<file path="src/rtl/usb_rx.sv">
// usb_rx: USB full-speed receiver.
// The block synchronizes D+/D-, recovers bit timing from D+ edges and samples once per bit.
// It NRZI-decodes and unstuffs the bits, then assembles bytes LSB-first.
// It validates SYNC and PID, checks the body length and detects EOP.
// Ports:
//   clk, rst                  clock, async active-high reset
//   dplus_in, dminus_in       raw USB lines
//   buffer_occupancy          packet FIFO fill count (FIFO_DEPTH == full)
//   rx_packet                 0 none,1 IN,2 OUT,3 DATA0,4 DATA1,5 ACK,6 NAK,7 STALL
//   rx_data_ready             1-cycle pulse on error-free packet completion
//   rx_transfer_active        high from SYNC start until back in IDLE
//   rx_error                  sticky until the next SYNC start
//   flush                     1-cycle pulse after a DATA PID
//   store_rx_packet_data      FIFO write strobe, rx_packet_data is the byte
module usb_rx #(
  parameter int CLKS_PER_BIT = 8,
  parameter int SAMPLE_PHASE = 3,
  parameter int FIFO_DEPTH   = 64
) (
  input  logic       clk,
  input  logic       rst,
  input  logic       dplus_in,
  input  logic       dminus_in,
  input  logic [6:0] buffer_occupancy,
  output logic [2:0] rx_packet,
  output logic       rx_data_ready,
  output logic       rx_transfer_active,
  output logic       rx_error,
  output logic       flush,
  output logic       store_rx_packet_data,
  output logic [7:0] rx_packet_data
);
  localparam int TW = (CLKS_PER_BIT > 1) ? $clog2(CLKS_PER_BIT) : 1;
  localparam logic [TW-1:0] T_LAST = TW'(CLKS_PER_BIT - 1);
  localparam logic [TW-1:0] T_SAMP = TW'(SAMPLE_PHASE);
  localparam logic [6:0]    FULL   = 7'(FIFO_DEPTH);

  localparam logic [2:0] ST_IDLE = 3'd0;
  localparam logic [2:0] ST_SYNC = 3'd1;
  localparam logic [2:0] ST_PID  = 3'd2;
  localparam logic [2:0] ST_BODY = 3'd3;
  localparam logic [2:0] ST_ERR  = 3'd4;

  logic          dp_s1, dp_s2, dm_s1, dm_s2, dp_q;
  logic [TW-1:0] timer;
  logic          prev;
  logic [2:0]    ones;
  logic [3:0]    bit_cnt;
  logic [6:0]    shreg;
  logic [1:0]    se0_cnt;
  logic [2:0]    state, code, body_cnt;

  // line decode at the sample point
  logic sample, line_se0, line_j, line_k;
  logic eop, frame_err, data_smp, nrzi_bit, stuff_bit, stuff_err, bit_ok, byte_done, start;
  logic [7:0] byte_val;
  logic [2:0] pid_code;
  logic is_tok, is_hs, is_data, len_ok, body_byte_ok, fail;

  assign sample   = (timer == T_SAMP);
  assign line_se0 = ~dp_s2 & ~dm_s2;
  assign line_j   =  dp_s2 & ~dm_s2;
  assign line_k   = ~dp_s2 &  dm_s2;

  // EOP = SE0, SE0, J. Any non-SE0 after a lone SE0, or K after two, is a framing error.
  assign eop       = sample & line_j & (se0_cnt == 2'd2);
  assign frame_err = sample & ~line_se0 &
                     ((se0_cnt == 2'd1) | ((se0_cnt == 2'd2) & ~line_j));
  assign data_smp  = sample & ~line_se0 & (se0_cnt == 2'd0);
  assign nrzi_bit  = (dp_s2 == prev);
  assign stuff_bit = data_smp & (ones == 3'd6);
  assign stuff_err = stuff_bit & nrzi_bit;
  assign bit_ok    = data_smp & ~stuff_bit;
  assign byte_done = bit_ok & (bit_cnt == 4'd7);
  assign byte_val  = {nrzi_bit, shreg};
  // prev==1 means the last sample was J, so a K now is the first SYNC edge
  assign start     = (state == ST_IDLE) & sample & line_k & prev;

  always_comb begin
    pid_code = 3'd0;
    if (byte_val[7:4] == ~byte_val[3:0]) begin
      case (byte_val[3:0])
        4'b1001: pid_code = 3'd1;
        4'b0001: pid_code = 3'd2;
        4'b0011: pid_code = 3'd3;
        4'b1011: pid_code = 3'd4;
        4'b0010: pid_code = 3'd5;
        4'b1010: pid_code = 3'd6;
        4'b1110: pid_code = 3'd7;
        default: pid_code = 3'd0;
      endcase
    end
  end

  assign is_tok  = (code == 3'd1) | (code == 3'd2);
  assign is_data = (code == 3'd3) | (code == 3'd4);
  assign is_hs   = (code >= 3'd5);
  // data packets must at least carry their CRC16
  assign len_ok  = (bit_cnt == 4'd0) &
                   ((is_tok & (body_cnt == 3'd2)) | (is_hs & (body_cnt == 3'd0)) |
                    (is_data & (body_cnt >= 3'd2)));
  assign body_byte_ok = is_data ? (buffer_occupancy != FULL) : (is_tok & (body_cnt < 3'd2));

  always_comb begin
    fail = 1'b0;
    case (state)
      ST_SYNC: fail = stuff_err | frame_err | eop | (sample & line_se0) |
                      (byte_done & (byte_val != 8'h80));
      ST_PID:  fail = stuff_err | frame_err | eop | (byte_done & (pid_code == 3'd0));
      ST_BODY: fail = stuff_err | frame_err | (eop & ~len_ok) | (byte_done & ~body_byte_ok);
      default: fail = 1'b0;
    endcase
  end

  // synchronizers, bit timing, NRZI, unstuffing, byte assembly
  always_ff @(posedge clk or posedge rst) begin
    if (rst) begin
      dp_s1 <= 1'b1; dp_s2 <= 1'b1; dp_q <= 1'b1;
      dm_s1 <= 1'b0; dm_s2 <= 1'b0;
      timer <= '0; prev <= 1'b1; ones <= 3'd0;
      bit_cnt <= 4'd0; shreg <= 7'd0; se0_cnt <= 2'd0;
    end else begin
      dp_s1 <= dplus_in;  dp_s2 <= dp_s1; dp_q <= dp_s2;
      dm_s1 <= dminus_in; dm_s2 <= dm_s1;
      if (dp_s2 != dp_q)      timer <= '0;
      else if (timer == T_LAST) timer <= '0;
      else                    timer <= timer + 1'b1;
      if (sample) begin
        prev    <= dp_s2;
        se0_cnt <= line_se0 ? ((se0_cnt == 2'd2) ? 2'd2 : se0_cnt + 2'd1) : 2'd0;
      end
      if (start) begin
        // first SYNC bit (a 0) is already in the bag
        bit_cnt <= 4'd1; ones <= 3'd0; shreg <= 7'd0;
      end else if (bit_ok) begin
        shreg   <= byte_val[7:1];
        bit_cnt <= byte_done ? 4'd0 : bit_cnt + 4'd1;
        ones    <= nrzi_bit ? ones + 3'd1 : 3'd0;
      end else if (stuff_bit) begin
        ones <= 3'd0;
      end
    end
  end

  // packet FSM and outputs
  always_ff @(posedge clk or posedge rst) begin
    if (rst) begin
      state <= ST_IDLE; code <= 3'd0; body_cnt <= 3'd0;
      rx_packet <= 3'd0; rx_data_ready <= 1'b0; rx_transfer_active <= 1'b0;
      rx_error <= 1'b0; flush <= 1'b0; store_rx_packet_data <= 1'b0; rx_packet_data <= 8'd0;
    end else begin
      flush <= 1'b0; store_rx_packet_data <= 1'b0; rx_data_ready <= 1'b0;
      if (fail) begin
        state <= ST_ERR; rx_error <= 1'b1; rx_packet <= 3'd0;
      end else begin
        case (state)
          ST_IDLE: if (start) begin
            state <= ST_SYNC; rx_transfer_active <= 1'b1; rx_error <= 1'b0; rx_packet <= 3'd0;
          end
          ST_SYNC: if (byte_done) state <= ST_PID;
          ST_PID: if (byte_done) begin
            code <= pid_code; body_cnt <= 3'd0; state <= ST_BODY;
            flush <= (pid_code == 3'd3) | (pid_code == 3'd4);
          end
          ST_BODY: begin
            if (eop) begin
              rx_packet <= code; rx_data_ready <= 1'b1;
              rx_transfer_active <= 1'b0; state <= ST_IDLE;
            end else if (byte_done) begin
              if (body_cnt != 3'd7) body_cnt <= body_cnt + 3'd1;
              if (is_data) begin
                store_rx_packet_data <= 1'b1; rx_packet_data <= byte_val;
              end
            end
          end
          ST_ERR: if (eop) begin
            state <= ST_IDLE; rx_transfer_active <= 1'b0;
          end
          default: state <= ST_IDLE;
        endcase
      end
    end
  end
endmodule

</file>
<file path="config.mk">
export PLATFORM = sky130hd
export DESIGN_NAME = usb_rx
export DESIGN_NICKNAME = d
export VERILOG_FILES = /design/src/rtl/usb_rx.sv
export SDC_FILE = /design/constraint.sdc
export NUM_CORES = 1
export LEC_CHECK = 0
export BUFFER_PORTS_ARGS = -buffer_cell sky130_fd_sc_hd__buf_2
export CAP_MARGIN = 25
export CORE_UTILIZATION = 55
export DETAILED_ROUTE_END_ITERATION = 12
export GPL_ROUTABILITY_DRIVEN = 0
export PLACE_DENSITY_LB_ADDON = 0.1
export SLEW_MARGIN = 40
export SYNTH_ARGS = -nofsm -noshare
export SYNTH_HDL_FRONTEND = slang
export SYNTH_SLANG_ARGS = --single-unit
</file>
<file path="constraint.sdc">
create_clock -name clk -period 6.64 [get_ports clk]
set_clock_uncertainty 0.05 [all_clocks]
set_input_delay 0.332 -clock clk [delete_from_list [all_inputs] [get_ports clk]]
set_output_delay 0.332 -clock clk [all_outputs]
set_load 0.01 [all_outputs]
</file>
# --- Yosys cells after proc, flatten, opt, wreduce, memory -nomap -nowiden ---
# Index checks and enable logic that the tools add are counted.
word_totals:
  regBits: 50
  elab_cells: 188
classes:
  add_sub_neg: 5
  order_cmp: 3
  n_eq_ne: 41
  mux: 49
  bitwise: 49
  reduce_logical: 20
ops:
  columns: ["op", "n"]
  rows:
  - ["$mux 3", 19]
  - ["$and 1x1->1", 26]
  - ["$eq 3x2->1 const B", 7]
  - ["$pmux 3 s7", 1]
  - ["$mux 1", 17]
  - ["$eq 4x4->1 const B", 4]
  - ["$eq 3x3->1 const B", 5]
  - ["$ne 3x3->1 const B", 5]
  - ["$mux 7", 2]
  - ["$or 1x1->1", 13]
  - ["$mux 4", 3]
  - ["$pmux 3 s2", 2]
  - ["$pmux 3 s4", 1]
  - ["$ne 2x2->1 const B", 5]
  - ["$reduce_bool 2->1", 5]
  - ["$add 3x1->3 const B", 3]
  - ["$logic_not 3->1", 3]
  - ["$not 1->1", 9]
  - ["$eq 4x2->1 const B", 2]
  - ["$ne 8x8->1 const B", 1]
  - ["$reduce_and 4->1", 2]
  - ["$ne 7x7->1 const B", 1]
  - ["$eq 3x1->1 const B", 2]
  - ["$reduce_and 3->1", 2]
  - ["other kinds (25)", 27]

# --- Depth between registers and ports, before layout ---
# Gate-level depths: netlist of the first run.
depth:
  word_depth: 14
  depth_mapped: 9
  ltp_nobuf: 8

# --- Worst setup path after synthesis of the first run ---
# No wires, ideal clock.
synth_timing:
  path_type: "reg-to-reg"
  from: "register timer[0]"
  to: "register body_cnt[0]"
  setup_ns: 0.125
  t_arrival_ns: 2.322
  required_time_ns: 6.465
  path_slack_ns: 4.143
  stages_incl_launch_ff: 10
  n_path_buf: 1
  period_less_slack_ns: 2.497
  cell_sequence: "dfrtp_1 ha_1 ha_1 buf_4 nand3_1 o21ai_0 or2_2 o31ai_4 and4b_4 mux2_4"
synth_between:
  elab_chain_len: 12
synth_rtl:
  columns: ["element", "line", "source"]
  rows:
  - ["from (decl)", "45", "logic [TW-1:0] timer;"]
  - ["from (signal assigned)", "127", "else timer <= timer + 1'b1;"]
  - ["$eq 3x2->1 (*)", "60", "assign sample = (timer == T_SAMP);"]
  - ["$and 1x1->1", "67, 69", null]
  - ["$and 1x1->1", "69", "assign data_smp = sample & ~line_se0 & (se0_cnt == 2'd0);"]
  - ["$and 1x1->1", "71", "assign stuff_bit = data_smp & (ones == 3'd6);"]
  - ["$and 1x1->1 or $not 1->1 (tied branches)", "72, 73", null]
  - ["$or 1x1->1 or $and 1x1->1 (tied branches)", null, null]
  - ["$or 1x1->1 or $and 1x1->1 (tied branches)", "107, 109, 74", null]
  - ["$or 1x1->1 (tied with other cells)", "107", "ST_SYNC: fail = stuff_err | frame_err | eop | (sample & line_se0) |"]
  - ["$or 1x1->1 (on tied branches)", "107, 109, 110", null]
  - ["$pmux 1 s3", "106", "case (state)"]
  - ["$not 1->1 (no line)", null, null]
  - ["$reduce_and 6->1 (no line) (*)", null, null]
  - ["to (signal assigned)", "170", "if (body_cnt != 3'd7) body_cnt <= body_cnt + 3'd1;"]
  - ["to (decl)", "51", "logic [2:0] state, code, body_cnt;"]
# Every way passes the cells marked *; elsewhere a longest branch is shown, timed or not.
# A chain may end at the register's enable or synchronous reset.

# --- Worst setup path after layout of the first run ---
layout_timing:
  from: "register timer[0]"
  to: "register code[2]"
layout_between:
  elab_chain_len: 12
layout_rtl:
  columns: ["element", "line", "source"]
  rows:
  - ["$eq 3x2->1 (*)", "60", null]
  - ["$and 1x1->1", "67, 69", null]
  - ["$and 1x1->1", "69", null]
  - ["$and 1x1->1", "71", null]
  - ["$and 1x1->1 or $not 1->1 (tied branches)", "72, 73", null]
  - ["$or 1x1->1 or $and 1x1->1 (tied branches)", null, null]
  - ["$or 1x1->1 or $and 1x1->1 (tied branches)", "107, 109, 74", null]
  - ["$or 1x1->1 (tied with other cells)", "107", null]
  - ["$or 1x1->1 (on tied branches)", "107, 109, 110", null]
  - ["$pmux 1 s3", "106", null]
  - ["$not 1->1 (no line)", null, null]
  - ["$reduce_and 3->1 (no line) (*)", null, null]
  - ["to (signal assigned)", "148", "state <= ST_IDLE; code <= 3'd0; body_cnt <= 3'd0;"]
  - ["to (signal assigned)", "162", "code <= pid_code; body_cnt <= 3'd0; state <= ST_BODY;"]
  - ["to (decl)", "51", null]
# Marks and branches as above.

==> results of run 1 <==
[report_power, final]
| group | switching [mW] | leakage, nW | total (mW) | internal, mW |
|---|---|---|---|---|
| sequential | 0.0580 | 0.651 | 0.409 | 0.351 |
| combinational | 0.0948 | 0.676 | 0.172 | 0.0775 |
| clock | 0.0998 | 0.0579 | 0.211 | 0.111 |
[critical path, delay by kind of cell (launching register included)]
kind / cells / cell delay, ps
muxes: 1 / 300
AOI/OAI and AO/OA: 3 / 760
DFF: 1 / 390
and+or+nand+nor: 2 / 540
adders and majority gates: 2 / 540
[cell families (layout without fill, tap and decap cells)]
family                     Yosys count  after routing  synth area share (%)
and+or+nand+nor                    107            107                  21.6
AOI/OAI and AO/OA                   51             51                  12.1
DFF                                 50             50                  45.7
buffers and inverters               28             50                  4.46
adders and majority gates           16             16                  7.19
muxes                               14             14                  6.18
xor gates and xnor gates             7              7                  2.77
[routing by layer]
layer	wire, um	vias to the layer above	share of wire, %
met5	0	-	0
met4	59	0	1.2
met3	165	6	3.3
met2	2290	33	46
met1	2420	925	49
li1	-	985	-
[sequential cells by signal, indices dropped and copies added (netlist names), 2 cells and up]
| register | count |
|---|---|
| bit_cnt | 4 |
| body_cnt | 3 |
| code | 3 |
| ones | 3 |
| rx_packet | 3 |
| rx_packet_data | 8 |
| se0_cnt | 2 |
| shreg | 7 |
| state | 3 |
| timer | 3 |
[worst min-delay path by stage]
stage	start	end	slack, ps	cells after the start
after floorplan	dm_s1	dm_s2	280	0
after global placement	dm_s1	dm_s2	280	0
after detailed placement	dp_s1	dp_s2	300	0
after CTS	dplus_in	dp_s1	60	1
after global routing	dplus_in	dp_s1	50	1
final	rst	dm_s1	50	2
[placed cells by master (no fill, tap or decap), types with 2 or more instances in the layout]
| master | count |
|---|---|
| ha_1 | 15 |
| nor3b_1 | 2 |
| buf_2 | 26 |
| o211ai_1 | 2 |
| mux2_2 | 8 |
| nand2_1 | 37 |
| dfrtp_1 | 46 |
| or4_1 | 3 |
| xor2_1 | 2 |
| dfstp_2 | 4 |
| or2_2 | 2 |
| nor3_1 | 7 |
| clkbuf_8 | 5 |
| nand2b_1 | 8 |
| o21ai_0 | 12 |
| inv_1 | 15 |
| a211oi_1 | 2 |
| mux2_4 | 4 |
| nor2b_1 | 3 |
| and3b_1 | 2 |
| xnor2_1 | 4 |
| clkinv_2 | 2 |
| nor2_1 | 18 |
| nand4b_1 | 2 |
| nand3_1 | 9 |
| a21oi_1 | 20 |
| mux2i_1 | 2 |
| and3_1 | 2 |
[layout make-up]
class | count | share of cell area, %
clock buffer | 5 | 2.28
clock inverter | 3 | 1.33
inverter | 16 | 2.07
multi-input combinational | 195 | 45.6
sequential | 50 | 41.6
tap | 67 | 2.78
timing repair buffer | 26 | 4.31
[per-stage QoR]
| stage | instance area (sq um) | worst slack [ps] |
|---|---|---|
| after global routing | 3020 | 3760 |
| after floorplan | 2750 | 4140 |
| after global placement | 2900 | 4040 |
| after detailed placement | 2910 | 3960 |
| after CTS | 3010 | 3950 |
| final | 3020 | 3970 |
==> flow_metrics.py, run 1 <==
metrics = {
    "outcome": {
        "status": "complete, no violations",
    },
    "setup_path": {
        "cp_common_cell": "ha_1",
        "crit_type": "flip-flop to flip-flop",
        "worstPathArrival_ps": 2820,
        "cp_data_required_time_ps": 6790,
        "slowest_delay_ps": 390,
        "r2r-end": "code[2]",
        "worstSetupStartpointType": "flip-flop",
        "r2r_start": "timer[0]",
        "crit_path_top_delay_cell": "dfrtp_1",
        "crit_path_start": "timer[0]",
        "endpoint_kind": "flip-flop",
        "worstPathMaxFanout": 13,
        "crit_chain": "ha_1 -> ha_1 -> o211a_1 -> and3_1 -> a211oi_1 -> o22a_1 -> and4_4 -> mux2_4",
        "r2r_slack_ps": 3970,
        "crit_end": "code[2]",
        "worstRegToRegCells": 8,
    },
    "detailed_routing": {
        "firstDrtPassIters": 4,
        "wl_per_cell_um": 13.6,
        "routed_wl_mm": 4.94,
        "drt.antenna.violating_nets": 0,
        "viasPerCell": 5.38,
        "first_iter_violations": 126,
        "dr_total_vias": 1949,
        "route.detailed.drc": 0,
    },
    "min_path": {
        "hold_class": "input port to asynchronous set/reset pin",
    },
    "sta": {
        "holdWs_ps": 46.3,
        "tns_ps": 0,
        "slew_headroom_pct": 50.7,
        "period_minus_slack_ps": 2670,
        "period_share_pct": 40.3,
        "finalSetupViolCount": 0,
        "slew_violations": 0,
        "worst_slew_pin_slew_ps": 739,
        "max_freq_mhz": 374,
        "rsz0062_at_grt": "no",
        "finalHoldViolCount": 0,
    },
    "floorplanning": {
        "die_w_um": 72.7,
        "die_height_um": 72.7,
        "initial_core_util_pct": 57.9,
        "dieArea_sq_um": 5290,
        "rows": 25,
        "pin_count": 27,
        "fp.coreArea_sq_um": 4750,
    },
    "clock_tree": {
        "cts-root-buf": "clkbuf_8",
        "clk_pin_slew_worst_paths_ps": 90,
        "tritoncts": "built",
        "max-clock-path-buffers": 2,
        "htree_num_levels": 2,
        "cts_resized": 0,
        "postCtsSetupBuffers": 0,
        "clock_sinks": 50,
        "cts_buffers": 5,
        "holdBufCountCts": 0,
        "clock_latency_ps": 300,
    },
    "power": {
        "vdd_drop_max_v": 0.000151,
        "power_mw": 0.792,
        "power_per_cell_area_nw_per_um2": 262,
        "power_leakage_nw": 1.39,
    },
    "synth": {
        "synth-async-reset-ratio_pct": 100,
        "avgSynthCellArea_sq_um": 10.1,
        "synth_cells": 273,
        "synth.most_common_cell": "dfrtp_1",
        "ys_seq_area_share_pct": 45.7,
        "netlist_area_sq_um": 2750,
        "synth_edf_count": 0,
        "ys_ff_latch": 50,
        "synth_common_cells": "46 x dfrtp_1, 37 x nand2_1, 20 x a21oi_1",
        "synthFlopType": "dfrtp_1",
        "synth.top_cells.by_area": "dfrtp_1 42%, ha_1 6.8%, nand2_1 5.0%",
        "synth.top_cell.area_share_pct": 41.8,
        "synth_top_area_cell": "dfrtp_1",
        "synth_nets": 299,
        "synth_warnings": 0,
        "synth_cell_types": 57,
    },
    "layout": {
        "diodes": 0,
        "fill_cells": 414,
        "fin_nets": 320,
        "postLayoutCoreUtil_pct": 63.4,
        "fin_cells": 362,
        "regArea_sq_um": 1260,
        "drive_above_1_share_pct": 22.0,
        "areaGrowthSynthToFinish_pct": 9.64,
        "multi_input_area_sq_um": 1380,
    },
    "global_routing": {
        "grt_util_met2_pct": 35.0,
        "grt_pass1_wl_mm": 8.51,
        "grt_pass1_vias": 1877,
        "grt_usage_pct": 21.3,
        "grt_max_degree": 51,
        "antenna_found_initial": 0,
        "globalRoute.totalOverflow": 0,
        "grt_use_met1_pct": 28.8,
        "busiest_layer": "met2",
        "met3_usage_pct": 4.14,
    },
    "place": {
        "io_buffers": 26,
        "hpwl_mm": 3.60,
        "dp.cells": 354,
    },
    "flow_run": {
        "cap_violations": 0,
    },
}
Note: power is estimated with default switching activity, not from simulation.
==> inputs of run 2 (changes only) <==
Settings changed: CORE_UTILIZATION 55 to 53.
Clock period 6.64 ns to 2.2 ns, I/O delays scaled along.
==> run 2 against run 1 <==
The flow now finishes with violations (setup timing). Power grew to 3.1 times the previous value. Setup slack got worse by 4000 ps. Critical path depth shrank 2. First-iteration DRC count down 11%. Worst hold slack improved by 260 ps. Maximum frequency up 18%. Global-route usage increased by 0.54 points. Cell count is 14% higher. Die area grew 3.7%. Sequential power grew to 2.9 times the previous value. Sequential share of layout area fell by 6.0 points. Largest power group unchanged. Highest routed layer unchanged.
==> flow_metrics.py, run 2 (synthesis results as in run 1) <==
metrics = {
    "outcome": {
        "status": "complete, but fails checks",
        "violations": "setup timing",
    },
    "sta": {
        "period_share_pct": 103,
        "rsz0062_at_grt": "yes",
        "postLayoutSetupSlackWorst_ps": -68.0,
        "max_freq_mhz": 441,
        "period_minus_slack_ps": 2270,
        "finalHoldViolCount": 0,
        "slew_headroom_pct": 65.4,
        "worst_slew_pin_slew_ps": 518,
        "holdWs_ps": 310,
        "slew_violations": 0,
        "tns_ps": -254,
        "finalSetupViolCount": 4,
    },
    "clock_tree": {
        "cts-root-buf": "clkbuf_8",
        "max-clock-path-buffers": 2,
        "cts_buffers": 5,
        "clock_sinks": 50,
        "tritoncts": "built",
        "clk_pin_slew_worst_paths_ps": 90,
        "htree_num_levels": 2,
        "clock_latency_ps": 300,
    },
    "detailed_routing": {
        "wl_per_cell_um": 13.8,
        "first_iter_violations": 112,
        "routed_wl_mm": 5.71,
        "firstDrtPassIters": 5,
        "viasPerCell": 5.35,
        "dr_total_vias": 2208,
        "route.detailed.drc": 0,
        "drt.antenna.violating_nets": 0,
    },
    "min_path": {
        "hold_class": "flip-flop to flip-flop",
        "holdPathStages": 0,
    },
    "floorplanning": {
        "initial_core_util_pct": 56.7,
        "dieArea_sq_um": 5480,
        "die_w_um": 74.1,
        "fp.coreArea_sq_um": 4850,
        "die_height_um": 74.1,
        "pin_count": 27,
        "rows": 25,
    },
    "setup_path": {
        "cp_data_required_time_ps": 2340,
        "worstSetupStartpointType": "flip-flop",
        "worstPathArrival_ps": 2400,
        "crit_type": "flip-flop to flip-flop",
        "crit_end": "code[0]",
        "r2r_start": "prev",
        "r2r-end": "code[0]",
        "endpoint_kind": "flip-flop",
        "r2r_slack_ps": -70,
        "crit_path_start": "prev",
        "worstRegToRegCells": 6,
        "worstPathMaxFanout": 4,
    },
    "power": {
        "power_leakage_nw": 1.66,
        "vdd_drop_max_v": 0.000579,
        "power_per_cell_area_nw_per_um2": 700,
    },
    "flow_run": {
        "cap_violations": 0,
    },
    "layout": {
        "largest_reg_flops": 8,
        "final_area_sq_um": 3530,
        "diodes": 0,
        "multi_input_area_sq_um": 1490,
        "regArea_sq_um": 1260,
        "drive_above_1_share_pct": 37.6,
        "postLayoutCoreUtil_pct": 72.7,
        "most-common-layout-cells": "46 x dfrtp_1, 43 x buf_4, 36 x nand2_1",
        "reg_top3": "rx_packet_data (8), shreg (7), bit_cnt (4)",
        "layout_commonest_cell": "dfrtp_1",
        "areaGrowthSynthToFinish_pct": 28.1,
        "fill_cells": 367,
        "largest-register": "rx_packet_data",
        "fin_nets": 371,
    },
    "global_routing": {
        "grt_pass1_wl_mm": 9.05,
        "grt_usage_pct": 21.9,
        "grt_pass1_vias": 2029,
        "antenna_found_initial": 0,
        "globalRoute.totalOverflow": 0,
        "grt_max_degree": 28,
    },
    "place": {
        "hpwl_mm": 3.97,
        "io_buffers": 26,
        "placed_cell_area_sq_um": 3200,
    },
}
run 2: cell types whose count changed in the layout (fill, tap and decap cells not counted), moves of 3 or more:
| cell | before | now |
|---|---|---|
| nor3_1 | 7 | 4 |
| a21oi_2 | 1 | 4 |
| dlygate4sd3_1 | 0 | 3 |
| buf_4 | 0 | 43 |
| a21oi_1 | 20 | 17 |
| buf_6 | 0 | 3 |
run 2: how the worst min path moves through the flow:
stage / from / to / slack [ps]
floorplan: dplus_in / dp_s1 / 60
global placement: rst / ones[0] / 120
detailed placement: rst / ones[0] / 130
CTS: dp_s1 / dp_s2 / 310
global route: dp_s1 / dp_s2 / 320
finish: dp_s1 / dp_s2 / 310
run 2: final cells by class:
cell class              instances  share of cell area, %
multi-input cells             196                   42.4
flip-flops and latches         50                   35.6
repair buffers                 76                   15.2
well taps                      67                   2.38
clock buffers                   6                   2.34
inverters                      16                   1.70
clock inverters                 2                  0.355
run 2: timing repair:
| action | CTS | global route |
|---|---|---|
| endpoints found under the hold margin | 21 | 0 |
| buffers inserted | 6 | 5 |
| gates cloned | 0 | 1 |
| pin swaps | 5 | 6 |
| setup endpoints to repair | 23 | 24 |
| hold buffers | 3 | 0 |
| gates resized for setup | 10 | 16 |
run 2: per-stage QoR:
step,std cells,total power [mW],setup slack [ps]
2_1_floorplan,273,1.65,-131
3_3_place_gp,390,1.87,-102
3_5_place_dp,390,1.89,-126
4_1_cts,407,2.47,-71.4
5_1_grt,413,2.65,-149
6_report,413,2.47,-68.0
run 2: routing by layer:
| layer | part of all wire (%) | wire (um) | track usage (%) |
|---|---|---|---|
| met5 | 0 | 0 | 0 |
| met4 | 1.1 | 64 | 6.41 |
| met3 | 3.2 | 183 | 4.34 |
| met2 | 49 | 2810 | 37.1 |
| met1 | 46 | 2650 | 28.4 |
run 2: power breakdown:
group	total, mW	internal (mW)	switching (mW)
sequential	1.20	1.06	0.139
combinational	0.728	0.356	0.371
clock	0.543	0.253	0.291
run 2: critical path, cell delays in order, from the launching register on:
cell     delay, ps
dfstp_2        580
xor3_2         360
nor4_4         180
a21oi_2        100
o31ai_4        280
and4_4         300
mux2_4         300
